**src/rtl/instr_sequencer_if.sv**
```systemverilog
// Instruction-memory fetch bus: the sequencer drives req/addr, the memory
// answers with ack/data in the cycle the instruction byte is valid.
interface instr_sequencer_if #(
  parameter int ADDR_W = 5
);
  logic              Imem_req;
  logic [ADDR_W-1:0] Imem_addr;
  logic              Imem_ack;
  logic [7:0]        Imem_data;

  modport master (
    output Imem_req,
    output Imem_addr,
    input  Imem_ack,
    input  Imem_data
  );

  modport slave (
    input  Imem_req,
    input  Imem_addr,
    output Imem_ack,
    output Imem_data
  );
endinterface

```
**src/rtl/instr_sequencer.sv**
```systemverilog
// Fetch/decode sequencer for the 8-bit CPU: owns PC and IR, handles JMP/HLT.
// Optional single-step mode (PAUSE after every EXEC) is enabled by INSTR_SEQ_SINGLE_STEP_EN.
module instr_sequencer #(
  parameter int                ADDR_W   = 5,
  parameter logic [ADDR_W-1:0] RESET_PC = '0
) (
  input  logic                Clk,
  input  logic                Reset,
  input  logic                Start,
`ifdef INSTR_SEQ_SINGLE_STEP_EN
  input  logic                Step,
`endif
  instr_sequencer_if.master   imem,
  output logic [2:0]          Opcode,
  output logic [4:0]          Operand,
  output logic                En,
  output logic [ADDR_W-1:0]   Pc,
  output logic                Busy,
  output logic                Halted
);

  localparam logic [2:0] OP_HLT = 3'b000;
  localparam logic [2:0] OP_JMP = 3'b111;

  // One-hot so every status output is a state flop (or an OR of them) and
  // no memory-side input ever reaches an output combinationally.
  typedef enum logic [5:0] {
    S_IDLE   = 6'b000001,
    S_FETCH  = 6'b000010,
    S_DECODE = 6'b000100,
    S_EXEC   = 6'b001000,
`ifdef INSTR_SEQ_SINGLE_STEP_EN
    S_PAUSE  = 6'b100000,
`endif
    S_HALT   = 6'b010000
  } state_t;

  state_t            state_q;
  logic [ADDR_W-1:0] pc_q;
  logic [7:0]        ir_q;

  // NOTE: all state updates use non-blocking assignments so every flop samples
  // pre-edge values; the async reset branch is the only way out of a fetch early.
  always_ff @(posedge Clk or posedge Reset) begin
    if (Reset) begin
      state_q <= S_IDLE;
      pc_q    <= RESET_PC;
      ir_q    <= 8'h00;
    end else begin
      unique case (state_q)
        S_IDLE: begin
          if (Start) state_q <= S_FETCH;
        end

        S_FETCH: begin
          if (imem.Imem_ack) begin
            ir_q    <= imem.Imem_data;
            state_q <= S_DECODE;
          end
        end

        S_DECODE: begin
          if (ir_q[7:5] == OP_JMP) pc_q <= ir_q[ADDR_W-1:0];
          else                     pc_q <= pc_q + ADDR_W'(1);
          state_q <= (ir_q[7:5] == OP_HLT) ? S_HALT : S_EXEC;
        end

        S_EXEC: begin
`ifdef INSTR_SEQ_SINGLE_STEP_EN
          state_q <= S_PAUSE;
`else
          state_q <= S_FETCH;
`endif
        end

`ifdef INSTR_SEQ_SINGLE_STEP_EN
        S_PAUSE: begin
          if (Step) state_q <= S_FETCH;
        end
`endif

        // PC already points past the HLT, so a restart resumes there.
        S_HALT: begin
          if (Start) state_q <= S_FETCH;
        end

        default: state_q <= S_IDLE;
      endcase
    end
  end

  assign imem.Imem_req  = (state_q == S_FETCH);
  assign imem.Imem_addr = pc_q;

  assign En      = (state_q == S_DECODE);
  assign Halted  = (state_q == S_HALT);
`ifdef INSTR_SEQ_SINGLE_STEP_EN
  assign Busy    = (state_q == S_FETCH) || (state_q == S_DECODE) ||
                   (state_q == S_EXEC)  || (state_q == S_PAUSE);
`else
  assign Busy    = (state_q == S_FETCH) || (state_q == S_DECODE) ||
                   (state_q == S_EXEC);
`endif
  assign Pc      = pc_q;
  assign Opcode  = ir_q[7:5];
  assign Operand = ir_q[4:0];

  // Protocol invariants the control unit and memory rely on.
  a_en_single : assert property (@(posedge Clk) disable iff (Reset) En |=> !En);
  a_req_hold  : assert property (@(posedge Clk) disable iff (Reset)
                  (imem.Imem_req && !imem.Imem_ack) |=> (imem.Imem_req && $stable(imem.Imem_addr)));
  a_halt_idle : assert property (@(posedge Clk) disable iff (Reset) Halted |-> (!Busy && !imem.Imem_req));
  a_req_busy  : assert property (@(posedge Clk) disable iff (Reset) imem.Imem_req |-> (Busy && !En));

endmodule

```
**src/flat_wrapper.sv**
```systemverilog
// flat-port wrapper written by rule: the top's interface ports become plain ports
module instr_sequencer_flat 
#(
  parameter int                ADDR_W   = 5,
  parameter logic [ADDR_W-1:0] RESET_PC = '0
)
  (Clk, Reset, Start, Opcode, Operand, En, Pc, Busy, Halted, imem_Imem_req, imem_Imem_addr, imem_Imem_ack, imem_Imem_data);
  instr_sequencer_if #(.ADDR_W(ADDR_W)) imem_i ();
  input  logic Clk;
  input  logic Reset;
  input  logic Start;
  output logic [2:0] Opcode;
  output logic [4:0] Operand;
  output logic En;
  output logic [ADDR_W-1:0] Pc;
  output logic Busy;
  output logic Halted;
  output wire logic [$bits(imem_i.Imem_req)-1:0] imem_Imem_req;
  output wire logic [$bits(imem_i.Imem_addr)-1:0] imem_Imem_addr;
  input wire logic [$bits(imem_i.Imem_ack)-1:0] imem_Imem_ack;
  input wire logic [$bits(imem_i.Imem_data)-1:0] imem_Imem_data;
  assign imem_Imem_req = imem_i.Imem_req;
  assign imem_Imem_addr = imem_i.Imem_addr;
  assign imem_i.Imem_ack = imem_Imem_ack;
  assign imem_i.Imem_data = imem_Imem_data;
  instr_sequencer #(.ADDR_W(ADDR_W), .RESET_PC(RESET_PC)) u_core (.Clk(Clk), .Reset(Reset), .Start(Start), .imem(imem_i), .Opcode(Opcode), .Operand(Operand), .En(En), .Pc(Pc), .Busy(Busy), .Halted(Halted));
endmodule
```
**config.mk**
```make
export PLATFORM = sky130hd
export DESIGN_NAME = instr_sequencer_flat
export DESIGN_NICKNAME = d
export VERILOG_FILES = /design/src/rtl/instr_sequencer_if.sv /design/src/rtl/instr_sequencer.sv /design/src/flat_wrapper.sv
export SDC_FILE = /design/constraint.sdc
export NUM_CORES = 1
export LEC_CHECK = 0
export BUFFER_PORTS_ARGS = -buffer_cell sky130_fd_sc_hd__buf_4
export CAP_MARGIN = 5
export CORE_AREA = 2 2 49 51
export CTS_CLUSTER_DIAMETER = 120
export DETAILED_ROUTE_END_ITERATION = 12
export DIE_AREA = 0 0 51 53
export GPL_TIMING_DRIVEN = 0
export HOLD_SLACK_MARGIN = 0.1
export PLACE_DENSITY_LB_ADDON = 0.08
export SYNTH_ARGS = -nofsm -noshare
export SYNTH_HDL_FRONTEND = slang
export SYNTH_SLANG_ARGS = --single-unit
```
**constraint.sdc**
```tcl
create_clock -name Clk -period 2.3 [get_ports Clk]
set_clock_uncertainty 0.1 [all_clocks]
set_input_delay 0.23 -clock Clk [delete_from_list [all_inputs] [get_ports Clk]]
set_output_delay 0.23 -clock Clk [all_outputs]
set_load 0.01 [all_outputs]
```
After elaboration in Yosys (flattened, before gate mapping)
Index checks and enable logic that the tools add are counted.
{"block": "word_totals", "wordCells": 23, "reg_bits": 19, "inputBits": 12, "output_inout_bits": 22}
{"block": "op_classes", "add_sub_neg": 1, "eq_ne": 8, "n_mux": 5, "n_reduce_logical": 6}
{"cell": "6-bit one-hot mux with 4 select lines", "count": 1}
{"cell": "6-bit two-way mux", "count": 2}
{"cell": "5-bit two-way mux", "count": 2}
{"cell": "6-bit by 1-bit == test with 1-bit output, second input constant", "count": 1}
{"cell": "6-bit by 2-bit == test with 1-bit output, second input constant", "count": 1}
{"cell": "6-bit by 3-bit == test with 1-bit output, second input constant", "count": 1}
{"cell": "6-bit by 4-bit == test with 1-bit output, second input constant", "count": 1}
{"cell": "6-bit by 5-bit == test with 1-bit output, second input constant", "count": 1}
{"cell": "5-bit by 1-bit adder with 5-bit output, second input constant", "count": 1}
{"cell": "2-bit by 1-bit != test with 1-bit output, second input constant", "count": 2}
{"cell": "2-bit AND reduction", "count": 2}
{"cell": "3-bit == test, second input constant", "count": 1}
{"cell": "3-bit logical NOT", "count": 1}
{"cell": "1-bit logical OR", "count": 2}
{"cell": "2-bit OR reduction", "count": 1}

Depth between registers and ports, before layout
Gate-level depths: netlist of run 1.
{"block": "depth", "ltp_word": 4, "ltp_mapped": 6, "mapped_depth_nobuf": 4}

Worst setup path after synthesis of run 1
Ideal clock, no wire load.
{"block": "synth_timing", "path_kind": "register to output", "from": "register u_core.state_q[4]", "to": "output En", "path_stages_with_launch": 6, "setup_slack_ps": 642, "n_path_buf": 2, "t_arrival_ps": 1328, "cell_sequence": "dfrtp_1 buf_6 or3_4 buf_6 or2_4 inv_2"}
{"block": "synth_via", "elab_chain_len": 1}
{"item": "start, declared", "line_no": "instr_sequencer.sv:38", "text": "state_t state_q;"}
{"item": "start signal, assigned", "line_no": "instr_sequencer.sv:65", "text": "state_q <= (ir_q[7:5] == OP_HLT) ? S_HALT : S_EXEC;"}
{"item": "6-bit by 3-bit == test with 1-bit output", "line_no": "instr_sequencer.sv:95", "text": "assign En = (state_q == S_DECODE);"}
{"item": "end, declared", "line_no": "flat_wrapper.sv:14", "text": "output logic En;"}
No other way between the ends.

Final worst setup path of run 1
Same ends and word-level chain as after synthesis.

==> results of run 1 <==
routing by layer:
metal  vias to the layer above  part of all wire [%]  track usage [%]
met1                       438                    45            22.20
met4                         0                  0.55            6.757
met2                        26                    50            32.03
met3                         2                   4.7            1.977
met5                         -                     0                0
li1                        439                     -                -
tightest hold or removal path: stages:
cell and delay (ns):
buf_4 0.12, inv_1 0.04, a22o_1 0.11
registers in the layout, summed over array words and instances, names as in the netlist:
name and count:
u_core.ir_q 8, u_core.Pc 5, u_core.state_q 5
cells in the final DEF (no fill, tap or decap), types with 2 or more instances in the layout:
master / instances
a2bb2oi_1: 3
clkbuf_1: 4
xor2_1: 2
nor2_1: 5
nand4_1: 3
o21ai_0: 4
clkbuf_4: 3
nand3_1: 4
buf_6: 2
mux2i_1: 4
mux2_2: 8
dlygate4sd3_1: 9
dfrtp_1: 17
nor3_1: 5
o31ai_1: 2
a211oi_1: 2
inv_1: 3
buf_4: 38
kinds of logic after synthesis:
group	count (synthesis)	share of synthesized area [%]
XOR/XNOR	2	1.739
flip-flops	18	44.85
AND/OR/NAND/NOR	29	17.89
AO/OA/AOI/OAI	18	12.30
adder cells (fa/ha/maj)	1	1.242
multiplexers	12	12.92
buffers and inverters	15	9.068
power by group:
part | internal, W | switching (W)
Combinational | 0.000377 | 0.000292
Clock | 0.0000674 | 0.0000970
Sequential | 0.000432 | 0.000124
Total | 0.000876 | 0.000514
how the worst min path moves through the flow:
stage / from / to / cells after the start
after floorplan: Reset / u_core.Pc[0]$_DFFE_PP0N_ / 1
after global placement: Reset / u_core.ir_q[5]$_DFFE_PP0P_ / 2
after detailed placement: Reset / u_core.ir_q[5]$_DFFE_PP0P_ / 2
after CTS: Start / u_core.state_q[4]$_DFFE_PP0P_ / 3
after global routing: Start / u_core.state_q[4]$_DFFE_PP0P_ / 3
final: Start / u_core.state_q[4]$_DFFE_PP0P_ / 3
per-stage QoR:
stage	hold slack (ns)	cells	utilization [%]	power [W]
finish	0.1501	169	65.46	0.001390
CTS	0.1451	169	65.46	0.001396
floorplan	0.06784	95	-	0.0009345
global route	0.1506	169	65.46	0.001488
global placement	0.2658	156	60.05	0.001202
detailed placement	0.2736	156	60.05	0.001215
area by class of cell:
cell class,instances,area [sq um]
Clock buffer,4,26.28
Inverter,4,15.01
Tap cell,28,35.03
Multi-Input combinational cell,62,464.2
Buffer,11,76.32
Fill cell,173,742.0
Timing Repair Buffer,42,337.8
Sequential cell,18,451.7
==> flow_metrics.env, run 1 <==
export IMPL_outcome="complete, no violations"
export IMPL_row_count=17
export IMPL_totalWireLength_microns=2171
export IMPL_dp_slack_ns=0.4654
export IMPL_cts_buffers=3
export IMPL_grt_util_all_layers_pct=17.93
export IMPL_core_area_sq_um=2148
export IMPL_synth_most_common_cell="dfrtp_1"
export IMPL_relSlewSlack_pct=55.20
export IMPL_seq_area_frac_synth_pct=44.84
export IMPL_synth_main_ff_cell="dfrtp_1"
export IMPL_avgSynthCellArea_sq_um=10.60
export IMPL_yosys_area_top_type="dfrtp_1"
export IMPL_leakage_nw=0.7003
export IMPL_drtIter0Drc=7
export IMPL_slew_violations=0
export IMPL_syn_inst=95
export IMPL_place_gp_congestion=0.8124
export IMPL_hold_path_class="primary input to register"
export IMPL_reg2reg_from="u_core.state_q[3]$_DFFE_PP0P_"
export IMPL_crit_path_end="En"
export IMPL_cp_common_cell="buf_6"
export IMPL_hold_violations=0
export IMPL_cts_root_buf="clkbuf_4"
export IMPL_grt_pass1_vias=834
export IMPL_crit_family="simple AND/OR/NAND/NOR gates"
export IMPL_drt_pass1_iterations=4
export IMPL_h_tree_depth=1
export IMPL_r2r_end="u_core.ir_q[6]$_DFFE_PP0P_"
export IMPL_critPathSlowestCell="dfrtp_1"
export IMPL_wl_per_cell_microns=12.85
export IMPL_antenna_found_initial=0
export IMPL_grt_pass1_wl_microns=3629
export IMPL_synth_common_cells="dfrtp_1 (17), mux2_2 (8), buf_4 (5), nor2_1 (5), nor3_1 (5)"
export IMPL_dpl_hpwl_microns=1524
export IMPL_synth_top_area_share_pct=42.24
export IMPL_rsz0062_at_grt="no"
export IMPL_synth_cell_types=39
export IMPL_dpl_cell_area_sq_um=1290
export IMPL_cts_hold_buf=9
export IMPL_period_share_pct=93.51
export IMPL_clockBufferDepth=2
export IMPL_setup_tns_ns=0
export IMPL_min_period_ns=2.151
export IMPL_finalInstanceArea_sq_um=1406
export IMPL_ant_nets=0
export IMPL_drive_gt1_share_pct=40.43
export IMPL_io_pins=34
export IMPL_cp_num_cells=6
export IMPL_insertion_delay_ns=0.29
export IMPL_r2r_slack_ns=0.49
export IMPL_die_area_sq_um=2703
export IMPL_fp_dieH_microns=53
export IMPL_cp_max_fo=9
export IMPL_antennaDiodeCount=0
export IMPL_post_cts_buffers=0
export IMPL_ys_async_sr_fraction_pct=100.0
export IMPL_crit_arrival_ns=1.82
export IMPL_post_drt_via_cell_ratio=5.355
export IMPL_drcViolationCount=0
export IMPL_grt_max_degree=19
export IMPL_startpoint="u_core.state_q[4]$_DFFE_PP0P_"
export IMPL_die_x_microns=51
export IMPL_gr_total_overflow=0
export IMPL_area_growth_pct=39.63
export IMPL_tightest_slew_ns=0.6712
export IMPL_cts_resized=0
export IMPL_nets=155
export IMPL_start_util_pct=46.88
export IMPL_end_kind="primary output"
export IMPL_cts_tree="built"
export IMPL_setup_ws_ns=0.1492
export IMPL_max_stage_delay_ns=0.39
export IMPL_max_freq_ghz=0.4649
export IMPL_crit_chain="buf_6, or3_4, buf_6, or2_4, inv_2, buf_4"
export IMPL_dr_total_vias=905
export IMPL_reg2regPathDepth=4
export IMPL_synth_edf_count=0
export IMPL_syn_area_sq_um=1007
export IMPL_drv_cap=0
export IMPL_power_density_nw_per_um2=988.1
export IMPL_clock_sinks=18
export IMPL_ys_ff_latch=18
export IMPL_criticalPathCategory="register to primary output"
export IMPL_synth_area_leaders="dfrtp_1 (42%), mux2_2 (8.9%), mux2i_1 (4.0%)"
export IMPL_portBuffers=33
export IMPL_ys_warn_count=0
export IMPL_setup_viol=0
export IMPL_cp_num_buf_inv=4
export IMPL_syn_nets=108
export IMPL_path_clk_slew_ns=0.10
export IMPL_cp_data_required_time_ns=1.97
export IMPL_start_kind="register"
export IMPL_ir_drop_uv=653.8
Note: power is estimated with default switching activity, not from simulation.
==> run 2: changes to the inputs <==
Settings changed: PLACE_DENSITY set to 0.86, PLACE_DENSITY_LB_ADDON 0.08 to unset.
==> flow_metrics.env, run 2 (synthesized netlist as in run 1, its figures left out) <==
export IMPL_outcome="complete, no violations"
export IMPL_placedCellCount=156
export IMPL_relSlewSlack_pct=56.08
export IMPL_hold_end="u_core.state_q[4]$_DFFE_PP0P_"
export IMPL_cts_tree="built"
export IMPL_totalWireLength_microns=2272
export IMPL_setup_viol=0
export IMPL_mostFrequentLayoutCells="buf_4 (38), dfrtp_1 (17), dlygate4sd3_1 (9)"
export IMPL_cts_buffers=3
export IMPL_crit_arrival_ns=1.85
export IMPL_period_share_pct=94.64
export IMPL_leakage_nw=0.7063
export IMPL_hold_path_class="primary input to register"
export IMPL_hold_violations=0
export IMPL_reg2regPathDepth=4
export IMPL_dp_slack_ns=0.4770
export IMPL_criticalPathCategory="register to primary output"
export IMPL_antennaDiodeCount=0
export IMPL_power_density_nw_per_um2=1007
export IMPL_min_period_ns=2.177
export IMPL_drive_gt1_share_pct=41.13
export IMPL_die_area_sq_um=2703
export IMPL_portBuffers=33
export IMPL_dpl_cell_area_sq_um=1290
export IMPL_drcViolationCount=0
export IMPL_max_freq_ghz=0.4594
export IMPL_start_kind="register"
export IMPL_start_util_pct=46.88
export IMPL_ant_nets=0
export IMPL_cp_data_required_time_ns=1.97
export IMPL_largest_reg_flops=8
export IMPL_grt_pass1_wl_microns=3746
export IMPL_grt_pass1_vias=825
export IMPL_drtIter0Drc=17
export IMPL_antenna_found_initial=0
export IMPL_nets=155
export IMPL_r2r_slack_ns=0.50
export IMPL_drv_cap=0
export IMPL_gr_total_overflow=0
export IMPL_final_common_cell="buf_4"
export IMPL_setup_tns_ns=0
export IMPL_path_clk_slew_ns=0.11
export IMPL_grt_max_degree=19
export IMPL_whs_path_depth=3
export IMPL_dr_total_vias=888
export IMPL_hold_start="Start"
export IMPL_slew_violations=0
export IMPL_h_tree_depth=1
export IMPL_largest_register="u_core.ir_q"
export IMPL_post_drt_via_cell_ratio=5.254
export IMPL_clockBufferDepth=2
export IMPL_ir_drop_uv=630.0
export IMPL_dpl_hpwl_microns=1542
export IMPL_final_cell_count_no_fill=169
export IMPL_cp_max_fo=9
export IMPL_finalInstanceArea_sq_um=1416
export IMPL_fp_dieH_microns=53
export IMPL_insertion_delay_ns=0.31
export IMPL_tightest_slew_ns=0.6581
export IMPL_grt_util_all_layers_pct=19.43
export IMPL_clock_sinks=18
export IMPL_cts_root_buf="clkbuf_4"
export IMPL_setup_ws_ns=0.1233
export IMPL_io_pins=34
export IMPL_hold_ws_ns=0.1166
export IMPL_place_gp_congestion=0.7951
export IMPL_row_count=17
export IMPL_wl_per_cell_microns=13.44
export IMPL_reg2reg_from="u_core.state_q[3]$_DFFE_PP0P_"
export IMPL_area_growth_pct=40.62
export IMPL_rsz0062_at_grt="no"
export IMPL_die_x_microns=51
export IMPL_r2r_end="u_core.ir_q[2]$_DFFE_PP0P_"
export IMPL_nFillCells=162
export IMPL_core_area_sq_um=2148
export IMPL_end_kind="primary output"
export IMPL_drt_pass1_iterations=4
==> run 2: area by class of cell <==
cell class                      count  area [sq um]  area share (%)
Buffer                             11         76.32           5.389
Multi-Input combinational cell     62         464.2           32.77
Sequential cell                    18         451.7           31.89
Clock buffer                        4         36.28           2.562
Timing Repair Buffer               42         337.8           23.85
Inverter                            4         15.01           1.060
Tap cell                           28         35.03           2.473
==> run 2: per-layer routing <==
layer  track usage, %  up-vias  wire length [microns]
met4            12.61        0                     53
met2            32.25       23                   1160
met3            3.672        4                     83
met1            22.98      423                    974
li1                 -      438                      -
met5                0        -                      0
==> run 2: where the power goes <==
group	total, W	switching, W	internal (W)
combinational	0.000673	0.000296	0.000377
clock	0.000202	0.000105	0.0000968
sequential	0.000550	0.000119	0.000432
==> run 2: critical path, stage by stage (launching register included) <==
cell and delay (ns):
dfrtp_1 0.39, buf_6 0.13, or3_4 0.38, buf_6 0.14
or2_4 0.26, inv_2 0.10, buf_4 0.13
==> run 2: how the worst max path moves through the flow <==
stage,from,endpoint,cells past startpoint
2_1_floorplan,u_core.state_q[4]$_DFFE_PP0P_,En,5
3_3_place_gp,u_core.state_q[4]$_DFFE_PP0P_,En,6
3_5_place_dp,u_core.state_q[4]$_DFFE_PP0P_,En,6
4_1_cts,u_core.state_q[4]$_DFFE_PP0P_,En,6
5_1_grt,u_core.state_q[1]$_DFFE_PP0P_,Halted,4
6_report,u_core.state_q[4]$_DFFE_PP0P_,En,6
==> run 2: metrics by stage <==
step	util, %	power, W
2_1_floorplan	-	0.0009345
3_3_place_gp	60.05	0.001195
3_5_place_dp	60.05	0.001215
4_1_cts	65.93	0.001422
5_1_grt	65.93	0.001528
6_report	65.93	0.001426
==> run 2: repair_timing <==
item | 4_1_cts | 5_1_grt
endpoints found under the hold margin | 25 | 0
endpoints found under the setup margin | 0 | 0
buffers inserted | 0 | 0
hold buffers | 9 | 0
gates resized for setup | 0 | 0
